<file path="config.mk">
export PLATFORM = sky130hd
export DESIGN_NAME = mult_div_unit
export DESIGN_NICKNAME = d
export VERILOG_FILES = /design/src/rtl/mdu_pkg.sv /design/src/rtl/mdu_signfix.sv /design/src/rtl/mult_div_unit.sv
export SDC_FILE = /design/constraint.sdc
export NUM_CORES = 1
export LEC_CHECK = 0
export ABC_AREA = 1
export ABC_CLOCK_PERIOD_IN_PS = 5540
export CELL_PAD_IN_SITES_DETAIL_PLACEMENT = 0
export CELL_PAD_IN_SITES_GLOBAL_PLACEMENT = 1
export CORE_MARGIN = 1
export CORE_UTILIZATION = 43
export DETAILED_ROUTE_END_ITERATION = 10
export HOLD_SLACK_MARGIN = 0.02
export PLACE_DENSITY_LB_ADDON = 0.1
export SLEW_MARGIN = 20
export SYNTH_ARGS = -nofsm -noshare
export SYNTH_HDL_FRONTEND = slang
export SYNTH_HIERARCHICAL = 1
export SYNTH_SLANG_ARGS = --single-unit
</file>
<file path="constraint.sdc">
create_clock -name clock -period 5.54 [get_ports clock]
set_input_delay 1.385 -clock clock [delete_from_list [all_inputs] [get_ports clock]]
set_output_delay 1.385 -clock clock [all_outputs]
set_load 0.02 [all_outputs]
</file>
<file path="src/rtl/mdu_pkg.sv">
// Shared definitions for the iterative multiply/divide unit: op encodings,
// FSM states and the iteration count.
package mdu_pkg;

  localparam logic [1:0] MD_MULT  = 2'b00;
  localparam logic [1:0] MD_MULTU = 2'b01;
  localparam logic [1:0] MD_DIV   = 2'b10;
  localparam logic [1:0] MD_DIVU  = 2'b11;

  typedef enum logic [1:0] {
    IDLE = 2'd0,
    CALC = 2'd1,
    FIX  = 2'd2
  } mdu_state_e;

  localparam int ITER = 32;

  function automatic logic op_is_div(input logic [1:0] op);
    return op[1];
  endfunction

  function automatic logic op_is_signed(input logic [1:0] op);
    return ~op[0];
  endfunction

endpackage

</file>
<file path="src/rtl/mdu_signfix.sv">
// Conditional two's-complement negate, used for operand magnitudes and for
// the sign correction of product, quotient and remainder.
module mdu_signfix #(
  parameter int W = 32
) (
  input  logic [W-1:0] value,
  input  logic         negate,
  output logic [W-1:0] result
);

  assign result = negate ? (~value + W'(1)) : value;

endmodule

</file>
<file path="src/rtl/mult_div_unit.sv">
// Iterative MULT/MULTU/DIV/DIVU unit with architectural HI/LO registers.
// Magnitudes are iterated for 32 cycles, then sign-corrected in FIX.
module mult_div_unit
  import mdu_pkg::*;
#(
  parameter int XLEN  = 32,
  parameter int CNT_W = 6
) (
  input  logic            clock,
  input  logic            reset,
  input  logic            Start,
  input  logic [1:0]      Md_op,
  input  logic [XLEN-1:0] Read_data_1,
  input  logic [XLEN-1:0] Read_data_2,
  input  logic            Mthi,
  input  logic            Mtlo,
  output logic [XLEN-1:0] Hi,
  output logic [XLEN-1:0] Lo,
  output logic            Busy,
  output logic            Done,
  output logic            Stall,
  output logic [1:0]      dbg_state
);

  // Handshake: Start is a one-cycle request taken only while Busy is low;
  // Busy stays high through CALC/FIX, Done pulses for one cycle when Hi/Lo
  // first hold the result, and Stall freezes the core from the Start cycle on.

  mdu_state_e            state;
  logic [CNT_W-1:0]      cnt;
  logic [1:0]            op_q;
  logic                  neg_res_q;
  logic                  neg_rem_q;
  logic [XLEN-1:0]       rs_q;
  logic [XLEN-1:0]       opnd_q;
  logic [2*XLEN-1:0]     acc;

  logic                  a_neg, b_neg, start_div;
  logic [XLEN-1:0]       a_mag, b_mag;
  logic [XLEN:0]         mul_sum;
  logic [XLEN:0]         div_sh;
  logic                  div_ge;
  logic [XLEN-1:0]       div_diff;
  logic [2*XLEN-1:0]     acc_next;
  logic [2*XLEN-1:0]     prod_fix;
  logic [XLEN-1:0]       quo_fix, rem_fix;

  assign start_div = op_is_div(Md_op);
  assign a_neg     = op_is_signed(Md_op) & Read_data_1[XLEN-1];
  assign b_neg     = op_is_signed(Md_op) & Read_data_2[XLEN-1];

  mdu_signfix #(.W(XLEN)) u_abs_a (.value(Read_data_1), .negate(a_neg), .result(a_mag));
  mdu_signfix #(.W(XLEN)) u_abs_b (.value(Read_data_2), .negate(b_neg), .result(b_mag));

  // Multiply: acc = {partial product, remaining multiplier bits}, shifted right.
  // Divide:   acc = {partial remainder, remaining dividend / quotient bits}, shifted left.
  always_comb begin
    mul_sum  = {1'b0, acc[2*XLEN-1:XLEN]} + (acc[0] ? {1'b0, opnd_q} : '0);
    div_sh   = {acc[2*XLEN-1:XLEN], acc[XLEN-1]};
    div_ge   = (div_sh >= {1'b0, opnd_q});
    // The difference is below the divisor whenever it is kept, so 32 bits suffice.
    div_diff = div_sh[XLEN-1:0] - opnd_q;
    if (op_is_div(op_q)) begin
      acc_next = div_ge ? {div_diff, acc[XLEN-2:0], 1'b1}
                        : {div_sh[XLEN-1:0], acc[XLEN-2:0], 1'b0};
    end else begin
      acc_next = {mul_sum, acc[XLEN-1:1]};
    end
  end

  mdu_signfix #(.W(2*XLEN)) u_fix_prod (.value(acc), .negate(neg_res_q), .result(prod_fix));
  mdu_signfix #(.W(XLEN)) u_fix_quo (.value(acc[XLEN-1:0]), .negate(neg_res_q), .result(quo_fix));
  mdu_signfix #(.W(XLEN)) u_fix_rem (.value(acc[2*XLEN-1:XLEN]), .negate(neg_rem_q),
                                     .result(rem_fix));

  always_ff @(posedge clock) begin
    if (reset) begin
      state <= IDLE;
      cnt   <= '0;
      Hi    <= '0;
      Lo    <= '0;
      Done  <= 1'b0;
    end else begin
      Done <= 1'b0;
      case (state)
        IDLE: begin
          if (Mthi) Hi <= Read_data_1;
          if (Mtlo) Lo <= Read_data_1;
          if (Start) begin
            state     <= CALC;
            cnt       <= '0;
            op_q      <= Md_op;
            neg_res_q <= a_neg ^ b_neg;
            neg_rem_q <= a_neg;
            rs_q      <= Read_data_1;
            opnd_q    <= start_div ? b_mag : a_mag;
            acc       <= {{XLEN{1'b0}}, (start_div ? a_mag : b_mag)};
          end
        end
        CALC: begin
          acc <= acc_next;
          cnt <= cnt + 1'b1;
          if (cnt == CNT_W'(ITER - 1)) state <= FIX;
        end
        FIX: begin
          state <= IDLE;
          Done  <= 1'b1;
          if (op_is_div(op_q)) begin
            // Divide by zero reports the raw dividend, not the iteration residue.
            if (opnd_q == '0) begin
              Hi <= rs_q;
              Lo <= '1;
            end else begin
              Hi <= rem_fix;
              Lo <= quo_fix;
            end
          end else begin
            {Hi, Lo} <= prod_fix;
          end
        end
        default: state <= IDLE;
      endcase
    end
  end

  assign Busy      = (state != IDLE);
  assign Stall     = ~reset & (Busy | (Start & ~Busy));
  assign dbg_state = state;

endmodule

</file>
==> summary.md <==
| Metric | Value |
|---|---|
| Status | finished, final reports clean |
| Mapped Avg Cell Area | 5.94 um^2 |
| Initial antenna violation count | 1 |
| PD cells | 235 nW/um^2 |
| Vias per inst | 5.62 |
| Via count | 25600 |
| P_sw | 2.47 mW |
| Max Fclk | 237 MHz |
| Residual DRC | 0 |
| Max-Cap Viols | 0 |
| Post-synth EDFFs | 131 |
| Max-slew violations | 0 |
| TritonCTS buffer count | 26 |
| Worst path max stage delay | 630 ps |
| DR iter-0 viols | 3262 |
| # H-tree levels | 1 |
| Critical Path Most Common Cell | clkdlybuf4s50_1 |
| HP Class | reg2reg |
| CTS Buffer Depth | 3 |
| Nets@finish | 3995 |
| Worst Path Arrival | 2830 ps |
| Flop pwr share | 34.4% |
| Register area share after synthesis | 24.0% |
| Part of the power in the clock network | 29.2% |
| CP cell instances | clkdlybuf4s50_1 -> nor2_1 -> clkdlybuf4s50_1 |
| Wire per inst | 21.7 um |
| Fill count | 5544 |
| Pint | 3.45 mW |
| I/O pins | 140 |
| Total design power | 5.93 mW |
| Ys Warns | 6 |
| Setup TNS | 0 ps |
| Setup Skew | 15.9 ps |
| Largest net degree at the start of global routing | 167 |
| Syn Std Cell Area | 22500 um^2 |
| Comb pwr share | 36.4% |
| CTS tree | done |
| Num rows | 83 |
| Most frequent cells in the layout | 1145 x nand2_1, 628 x nor2_1, 435 x inv_1, 263 x o21ai_0, 252 x nand3_1 |
| Clock Latency Late Sink | 590 ps |
| First-pass GRT wire length | 146000 um |
| Worst setup SP type | input port |
| Die height | 231 um |
| Die Wd | 231 um |
| HPWL after detailed placement | 76700 um |
| Flops & latches, synth | 204 |
| Proportion of layout cells with a drive suffix above 1 | 6.64% |
| Worst-path fanout max | 9 |
| DP Cell Count | 4504 |
| Clk slew on worst S/H paths | 50 ps |
| Register area | 5400 um^2 |
| Core Region | 51500 um^2 |
| Top_reg_cell synth | edfxtp_1 |
| Switching share of power | 41.7% |
| Setup crit end kind | output port |
| Final Non-Filler Cells | 4552 |
| Die Footprint | 53200 um^2 |
| Post-DRT Antenna Nets | 0 |
| Initial Utilization | 43.6% |
| Worst-Margin Slew | 1070 ps |
| Area Overhead vs Synth | 12.2% |
| Setup violators final | 0 |
| Post-synthesis async set-or-reset flop share | 0% |
| Syn nets | 3926 |
| Drt total wl | 99000 um |
| Slowest CP cell | clkdlybuf4s50_1 |
| Port Buf Inserts | 139 |
| WHS Endpoint | cnt[0] |
| Hold Violations, Final | 0 |
| Multi-input gate area | 14800 um^2 |
| Worst Reg-to-Reg Cells | 13 |
| Most common cell after layout, fill and taps aside | nand2_1 |
| Post-CTS Setup Bufs | 0 |
| Reg-to-reg slack, setup | 2010 ps |
| Min-delay src | cnt[0] |
| Root buf cell | clkbuf_16 |
| RSZ-0062 raised after global routing | false |
| DR pass1 iterations | 6 |
| Critical Path RT | 4160 ps |
| Post_cts resized | 0 |
| VDD IR-drop max | 0.211 mV |
| Vias in the first global route | 23500 |
| Hold Path Depth | 1 |
| Pleak | 11.6 nW |
| Hold buffers post-CTS | 0 |
| Slew Limit Headroom | 29.0% |
| Part of the cycle the worst path needs | 76.1% |
| Post-Syn Instances | 3783 |
| # clock sinks | 204 |
| Worst R2R End | acc[0] |
| Antenna fix cells | 0 |
| Netlist cell types | 52 |
| Total grt overflow | 0 |
| Worst r2r src | acc[39] |
| RD Place Congestion | 0.999 |
| Min cycle time layout | 4210 ps |
| Critical path class | in2out |
| Tot GR Track Use | 36.5% |
==> metal layers <==
metal | GRT usage [%] | share of wire [%] | vias up | routed length (um)
met5 | 0 | 0 | - | 0
met4 | 16.1 | 4.9 | 0 | 4890
met3 | 5.62 | 9.0 | 216 | 8880
met2 | 56.7 | 43 | 1214 | 43000
met1 | 49.9 | 43 | 11900 | 42200
li1 | - | - | 12200 | -
==> sequential cells by signal, indices dropped and copies added, names as in the netlist <==
register   count
acc           64
Hi            32
Lo            32
opnd_q        32
rs_q          32
cnt            6
dbg_state      2
Done           1
neg_rem_q      1
neg_res_q      1
op_q           1
==> cell type report <==
cell class,instances,share of cell area (%)
Multi-Input combinational cell,2998,58.5
Sequential cell,204,21.4
Inverter,454,6.84
Timing Repair Buffer,168,6.51
Tap cell,680,3.37
Clock buffer,32,2.79
Clock inverter,16,0.590
==> cells in the mapped netlist, types with 11 or more instances <==
| cell type | instances | area share [%] |
|---|---|---|
| a21o_1 | 36 | 1.2 |
| a21oi_1 | 163 | 3.6 |
| buf_2 | 16 | 0.36 |
| buf_4 | 11 | 0.37 |
| buf_6 | 13 | 0.65 |
| clkbuf_1 | 83 | 1.4 |
| dfxtp_1 | 73 | 6.5 |
| edfxtp_1 | 131 | 17 |
| ha_1 | 70 | 3.9 |
| inv_1 | 436 | 7.3 |
| inv_2 | 12 | 0.20 |
| nand2_1 | 1145 | 19 |
| nand2_2 | 31 | 0.86 |
| nand3_1 | 252 | 5.6 |
| nand3b_1 | 36 | 1.2 |
| nand4_1 | 42 | 1.2 |
| nor2_1 | 634 | 11 |
| nor2_2 | 49 | 1.4 |
| nor2_4 | 34 | 1.7 |
| nor3_1 | 12 | 0.27 |
| o21ai_0 | 263 | 5.9 |
| o21ai_1 | 17 | 0.38 |
| o22ai_1 | 32 | 0.89 |
| xnor2_1 | 63 | 2.5 |
| xor2_1 | 45 | 1.8 |
==> power by group through the flow <==
| stage | logic [mW] | clock network, mW | registers [mW] |
|---|---|---|---|
| floorplan | 1.34 | 0 | 1.99 |
| global placement | 2.09 | 0 | 2.06 |
| detailed placement | 2.10 | 0 | 2.06 |
| CTS | 2.11 | 1.74 | 2.03 |
| global route | 2.36 | 1.79 | 2.04 |
| finish | 2.16 | 1.73 | 2.04 |
==> worst max-delay path: cells and delay by family <==
family                 cells  cell delay, ps
buffers and inverters      2            1260
and+or+nand+nor            1             180
==> how the worst max path moves through the flow <==
stage,start,endpoint,slack [ps],depth (start not counted)
final,reset,Stall,1330,3
after global routing,reset,Stall,1290,3
after CTS,reset,Stall,1330,3
after detailed placement,reset,Stall,1320,3
after global placement,reset,Stall,1340,3
after floorplan,reset,neg_rem_q,660,2
==> per-stage QoR <==
| stage | setup slack [ps] | util [%] | hold slack (ps) | instance area (um^2) |
|---|---|---|---|---|
| 2_1_floorplan | 657 | - | 447 | 22500 |
| 3_3_place_gp | 1340 | 47.3 | 460 | 24400 |
| 3_5_place_dp | 1320 | 47.3 | 469 | 24400 |
| 4_1_cts | 1330 | 49.0 | 484 | 25200 |
| 5_1_grt | 1290 | 49.0 | 527 | 25200 |
| 6_report | 1330 | 49.0 | 487 | 25200 |
==> logic make-up (layout without fill, tap and decap cells) <==
family / after synthesis / after routing / share of synthesized area, %
AO/OA/AOI/OAI: 547 / 547 / 13.4
XOR/XNOR: 108 / 108 / 4.21
adder cells (fa/ha/maj): 72 / 72 / 4.07
buffers and inverters: 581 / 670 / 10.5
flip-flops: 204 / 204 / 24.0
AND/OR/NAND/NOR: 2271 / 2271 / 43.8
Power figures use the tool's default switching activity.
